[src/rtl/fc_requant_streamer.sv]
// Captures one parallel vector of post-ReLU neuron outputs and streams it out
// one element per cycle, requantized with a rounding right-shift and saturation.
module fc_requant_streamer #(
    parameter int WIDTH = 8,
    parameter int IN    = 128,
    parameter int N     = 84,
    parameter int SHIFT = 7,
    localparam int ACC_W = WIDTH * 2 + $clog2(IN),
    localparam int IDX_W = $clog2(N)
) (
    input  logic             clk,
    input  logic             rst,
    input  logic             in_valid,
    output logic             in_ready,
    input  logic [ACC_W-1:0] in_data [0:N-1],
    output logic             out_valid,
    input  logic             out_ready,
    output logic [WIDTH-1:0] out_data,
    output logic [IDX_W-1:0] out_index,
    output logic             out_last
);

    // Handshake: a vector moves on a clock edge where in_valid && in_ready;
    // an element moves on a clock edge where out_valid && out_ready. Outputs
    // hold stable while out_valid && !out_ready.

    typedef enum logic {
        IDLE,
        STREAM
    } state_t;

    localparam logic [ACC_W:0]   ONE      = 1;
    localparam logic [ACC_W:0]   RND      = ONE << (SHIFT - 1);
    localparam logic [WIDTH-1:0] MAX_OUT  = {1'b0, {(WIDTH - 1){1'b1}}};
    localparam logic [ACC_W:0]   MAX_WIDE = {{(ACC_W + 1 - WIDTH){1'b0}}, MAX_OUT};
    localparam logic [IDX_W-1:0] LAST_IDX = IDX_W'(N - 1);

    state_t           state_q, state_d;
    logic             in_ready_q, in_ready_d;
    logic             out_valid_q, out_valid_d;
    logic [IDX_W-1:0] idx_q, idx_d;
    logic [ACC_W-1:0] bank_q [0:N-1];
    logic [ACC_W-1:0] bank_d [0:N-1];
    logic             is_last;

    // The extra top bit of the sum keeps the rounding add from overflowing.
    function automatic logic [WIDTH-1:0] requant(input logic [ACC_W-1:0] v);
        logic [ACC_W:0] r;
        r = ({1'b0, v} + RND) >> SHIFT;
        if (v[ACC_W-1]) begin
            return '0;
        end else if (r > MAX_WIDE) begin
            return MAX_OUT;
        end else begin
            return r[WIDTH-1:0];
        end
    endfunction

    assign is_last = (idx_q == LAST_IDX);

    always_comb begin
        state_d     = state_q;
        in_ready_d  = in_ready_q;
        out_valid_d = out_valid_q;
        idx_d       = idx_q;
        bank_d      = bank_q;
        case (state_q)
            IDLE: begin
                in_ready_d = 1'b1;
                if (in_valid && in_ready_q) begin
                    bank_d      = in_data;
                    idx_d       = '0;
                    in_ready_d  = 1'b0;
                    out_valid_d = 1'b1;
                    state_d     = STREAM;
                end
            end
            STREAM: begin
                if (out_valid_q && out_ready) begin
                    if (is_last) begin
                        idx_d       = '0;
                        out_valid_d = 1'b0;
                        in_ready_d  = 1'b1;
                        state_d     = IDLE;
                    end else begin
                        idx_d = idx_q + 1'b1;
                    end
                end
            end
            default: state_d = IDLE;
        endcase
    end

    always_ff @(posedge clk or posedge rst) begin
        if (rst) begin
            state_q     <= IDLE;
            in_ready_q  <= 1'b0;
            out_valid_q <= 1'b0;
            idx_q       <= '0;
            bank_q      <= '{default: '0};
        end else begin
            state_q     <= state_d;
            in_ready_q  <= in_ready_d;
            out_valid_q <= out_valid_d;
            idx_q       <= idx_d;
            bank_q      <= bank_d;
        end
    end

    assign in_ready  = in_ready_q;
    assign out_valid = out_valid_q;
    assign out_data  = requant(bank_q[idx_q]);
    assign out_index = idx_q;
    assign out_last  = out_valid_q && is_last;

endmodule

[config.mk]
export PLATFORM = sky130hd
export DESIGN_NAME = fc_requant_streamer
export DESIGN_NICKNAME = d
export VERILOG_FILES = /design/src/rtl/fc_requant_streamer.sv
export SDC_FILE = /design/constraint.sdc
export NUM_CORES = 2
export LEC_CHECK = 0
export ABC_AREA = 0
export BUFFER_PORTS_ARGS = -buffer_cell sky130_fd_sc_hd__buf_2
export CORE_AREA = 8 8 746 748
export CTS_BUF_LIST = sky130_fd_sc_hd__clkbuf_8
export CTS_CLUSTER_DIAMETER = 80
export DETAILED_ROUTE_END_ITERATION = 8
export DIE_AREA = 0 0 754 756
export PLACE_DENSITY = 0.34
export SYNTH_ARGS = -nofsm -noshare
export SYNTH_HDL_FRONTEND = slang
export SYNTH_SLANG_ARGS = --single-unit
[constraint.sdc]
create_clock -name clk -period 57.9 [get_ports clk]
set_clock_uncertainty 0.05 [all_clocks]
set_input_delay 5.79 -clock clk [delete_from_list [all_inputs] [get_ports clk]]
set_output_delay 5.79 -clock clk [all_outputs]
set_load 0.005 [all_outputs]
---- Word-level counts from Yosys, hierarchy flattened ----
Index checks and enable logic that the tools add are counted.
operators by class
  equal/unequal tests ..................... 4
  bitwise gates (word level) .............. 2
  reductions and logical operators ........ 7
  $add $sub $neg .......................... 2
  order comparisons ....................... 2
  mux-type cells .......................... 21
operators by type and width
  operator                                                         count
  binary-select mux 23 bit (select 7 bit)                          1
  2-to-1 mux 23 bit                                                2
  adder 23 x 7 -> 24 bit (second input constant)                   1
  2-to-1 mux 7 bit                                                 3
  greater-than comparator 17 x 7 -> 1 bit (second input constant)  1
  2-to-1 mux 8 bit                                                 2
  one-hot mux 7 bit (2 select lines)                               1
  2-to-1 mux 1 bit                                                 9
  >= comparator 8 bit (second input constant)                      1
  NOT 7 -> 8 bit                                                   1
  adder 7 x 1 -> 7 bit (second input constant)                     1
  equality test 7 bit (second input constant)                      1
  one-hot mux 1 bit (2 select lines)                               3
  AND reduction 2 bit                                              3
  inequality test 2 x 1 -> 1 bit (second input constant)           2
  logical AND 1 bit                                                3
  AND reduction 3 bit                                              1
  inequality test 2 bit (second input constant)                    1
  NOT 1 bit                                                        1
word-level totals
  register bits ........................... 1942
  logic and storage cells ................. 126
  output and inout port bits .............. 18
  bits of input ports ..................... 1936

---- Longest topological paths before layout ----
  word-level depth ........................ 8
  gate-level depth with buffers ........... 17
  depth with buffers taken out ............ 11

---- Least setup slack after synthesis ----
Ideal clock, no wire load.
  kind .................................... register -> output
  start ................................... register idx_q[0] (netlist: out_index[0])
  end ..................................... output out_data[1]
  buffers on the path ..................... 4
  cell stages (with the launch flop) ...... 15
  slack ................................... 48.648 ns
  arrival ................................. 3.412 ns
  data required time ...................... 52.060 ns
  cells stage by stage .................... dfrtp_1 > buf_6 > buf_12 > buf_12 > buf_8 > mux4_2 > mux4_1 > a22oi_1 > o211ai_1 > ha_1 > o211ai_2 > nor2_2 > a211o_1 > a211oi_4 > a31oi_1
on the way
  longest elaborated chain between the ends .. 8
RTL lines
  what                                                       RTL line  RTL
  start, declared                                            41        logic [IDX_W-1:0] idx_q, idx_d;
  start signal, assigned                                     105       idx_q <= idx_d;
  NOT 7 -> 8 bit (not written as such) (*)                   112       assign out_data = requant(bank_q[idx_q]);
  binary-select mux 23 bit (select 7 bit) (*)                112
  2-to-1 mux 23 bit (not written as such) (*) (2 in series)  112
  adder 23 x 7 -> 24 bit                                     49        r = ({1'b0, v} + RND) >> SHIFT;
  greater-than comparator 17 x 7 -> 1 bit                    52        end else if (r > MAX_WIDE) begin
  2-to-1 mux 8 bit                                           52
  2-to-1 mux 8 bit (*)                                       50        if (v[ACC_W-1]) begin
  end, declared                                              18        output logic [WIDTH-1:0] out_data,
Mark *: on every way between the ends. The rest lies on a longest branch, timed or not. The select of a mux whose other input is x is not followed.

---- Worst setup path in the final report ----
  start ................................... register idx_q[0] (netlist: out_index[0])
  end ..................................... output out_data[4]
The elaborated chain is that of the path after synthesis.

==> results.cfg <==
[yosys]
syn_area_mm2 = 0.0668
yosysTopAreaCellShare_pct = 53.9
synthCells = 7141
synth-warning-count = 0
synth_ff_type = dfrtp_1
synth-async-reset-ratio_pct = 100
synth.ff_latch_count = 1438
avgSynthCellArea_um2 = 9.35
ys_top_cells_by_area = dfrtp_1 54%, nand2_1 24%, mux4_2 7.9%
yosys.cell_types.count = 98
synth_edf_count = 0
syn-num-nets = 9079
yosysTopAreaCell = dfrtp_1
yosysSeqAreaShare_pct = 53.9

[setup_path]
crit_type = reg -> out
cp-end-kind = output port
crit_path_start_kind = flop
critPathRequiredTime_ns = 52.06
path_max_fanout = 40
arrival_ns = 8.32

[timing]
finalHoldViolCount = 0
period_share_pct = 24.5
final.setup.tns_ns = 0
relSlewSlack_pct = 11.6
rsz0062_at_grt = false
tightest_slew_ns = 1.31
setup_violations = 0
fmax_ghz = 0.0706
fin_crit_ns = 14.16
slew_viol_final = 0

[placement]
gp_congestion = 0.788
dpl.cell_count = 15500
numPortBuffers = 1448
place_area_mm2 = 0.0816
hpwl_mm = 369

[clocking]
root_buffer = clkbuf_8
holdBufCountCts = 0
cts_setup_buffers = 0
clock_latency_ns = 1.05
path_clk_slew_ns = 0.05
cts_buffers = 321
clockBufferDepth = 4
clock-sinks = 1438
htree_levels = 5
cts.repair.resized = 0
cts_tree = yes

[global_route]
busiest_layer = met2
grt_usage_pct = 15.6
grtUsageMet2_pct = 25.4
grt_pass1_vias = 60300
grt_pass1_wl_mm = 594
grtUsageMet1_pct = 19.6
grt_max_degree = 168
gr-total-overflow = 0
use_met3_pct = 5.35
antenna_found_initial = 398

[final_layout]
fin_nets = 10500
filler_cell_count = 62200
finalNonFillerCells = 16200
syn_to_final_growth_pct = 32.8
drive_above_1_share_pct = 27.0
final_area_mm2 = 0.0887

[power]
ir_drop_mv = 0.0199
seq_power_share_pct = 34.4
intPower_mw = 2.86
swShare_pct = 43.8
power_mw = 5.09
leakage_nw = 44.0
clockPowerShare_pct = 24.1
p_sw_mw = 2.23
pwr-share-comb_pct = 41.5
p_per_area_mw_per_mm2 = 57.4

[die]
fp.coreArea_mm2 = 0.546
dieArea_mm2 = 0.570
die_width_um = 754
ios = 1954
die_y_um = 756
num_rows = 272
start_util_pct = 12.2

[outcome]
status = completed

[routing]
drc = 0
antenna_left = 0
viasPerCell = 3.57
wire_per_inst_um = 28.5
drt_iter0_drc = 4005
dr.pass1.iters = 6
wl_mm = 462
vias = 58000

[flow_run]
maxCapViolations = 0

[min_path]
hp-class = reg -> reg
## cell usage after synthesis (4+ instances only)
cell	n
mux4_2	235
a22oi_1	35
inv_1	11
a21oi_1	23
xnor2_1	8
buf_4	23
mux4_1	59
nor3_1	13
and2_1	5
buf_12	18
a31oi_1	18
o221ai_1	17
nor2_1	32
a211oi_2	5
or2_2	6
clkbuf_1	323
nand3_1	26
buf_8	11
o211ai_1	10
clkbuf_8	26
nand2_1	4356
a32o_1	4
a22o_1	11
mux2_2	34
o21ai_0	24
nor2b_1	5
o22ai_1	16
buf_6	30
a211oi_1	17
buf_1	6
buf_2	18
o2111ai_1	4
a221oi_1	28
dfrtp_1	1438
or3_1	5
mux2i_1	147
## critical path, stage by stage, from the launching register on
cell      delay [ns]
dfrtp_4         0.85
buf_4           0.63
buf_4           0.55
buf_4           0.80
buf_4           0.76
mux4_2          0.65
a21oi_1         0.63
a221oi_1        0.20
a211oi_1        0.63
or3_1           0.23
nor2_2          0.06
a211o_1         0.28
a211oi_4        0.35
a31oi_1         0.18
buf_2           0.29
## cell type report
type / instances / area, um2 / area share [%]
sequential: 1438 / 36000 / 40.6
multi-input combinational: 5235 / 28100 / 31.7
tap: 7261 / 9080 / 10.2
timing repair buffer: 1579 / 8330 / 9.40
clock buffer: 379 / 5220 / 5.88
clock inverter: 182 / 1430 / 1.61
antenna: 163 / 408 / 0.460
inverter: 11 / 55.1 / 0.0621
## registers in the layout, indices dropped and copies added (netlist names)
name / count
out_index: 7
out_valid: 1
state_q: 1
bank_q: 1428
in_ready: 1
## power groups by stage
stage / Sequential [mW] / Combinational (mW) / Clock [mW]
2_1_floorplan: 1.66 / 1.19 / 0
3_3_place_gp: 1.77 / 2.22 / 0
3_5_place_dp: 1.77 / 2.23 / 0
4_1_cts: 1.76 / 2.23 / 1.29
5_1_grt: 1.81 / 2.32 / 1.32
6_report: 1.75 / 2.11 / 1.23
## kinds of logic after synthesis
| group | count (synthesis) | share of synthesized area, % |
|---|---|---|
| adders and majority gates | 2 | 0.0375 |
| AOI/OAI and AO/OA | 256 | 2.98 |
| and+or+nand+nor | 4487 | 25.7 |
| xor gates and xnor gates | 11 | 0.144 |
| buffers and inverters | 468 | 4.16 |
| muxes | 478 | 13.1 |
| DFF | 1438 | 53.9 |
| other | 1 | 0.00562 |
## path summary, 6_finish.rpt
check,startpoint,to,slack [ns],depth (start not counted)
worst min-delay path,bank_q[428],bank_q[428],0.41,2
worst max-delay path,out_index[0],out_data[4],43.74,14
worst min register to register,bank_q[428],bank_q[428],0.41,2
max in group asynchronous,rst,bank_q[1250],48.28,8
worst max register to register,state_q,bank_q[962],53.79,7
min in group asynchronous,rst,bank_q[956],4.84,2
## metrics by stage
stage	setup WS [ns]	util [%]	hold slack (ns)
after floorplan	11.51	-	0.387
after global placement	44.43	15.0	0.400
after detailed placement	44.51	15.0	0.404
after CTS	43.17	16.2	0.418
after global routing	43.15	16.2	0.429
final	43.74	16.3	0.411
## routing by layer
metal,part of all wire (%),vias to the layer above
met5,0.24,-
met1,43,28500
met4,2.8,172
li1,-,26200
met3,8.1,871
met2,46,2200
## layout by cell type (no fill, tap or decap), drive strengths merged, types with 17 or more instances in the layout
cell type     n
inv         138
o221ai       17
o21ai        27
nand3        29
a31oi        18
nor2         34
buf        1579
diode       163
mux2         35
mux4        296
clkinv       30
a211oi       23
dfrtp      1438
clkbuf      379
a221oi       31
a21oi        24
bufinv       18
a22oi        36
nand2      4357
mux2i       147
No activity file was read; power rests on OpenSTA's default activity.
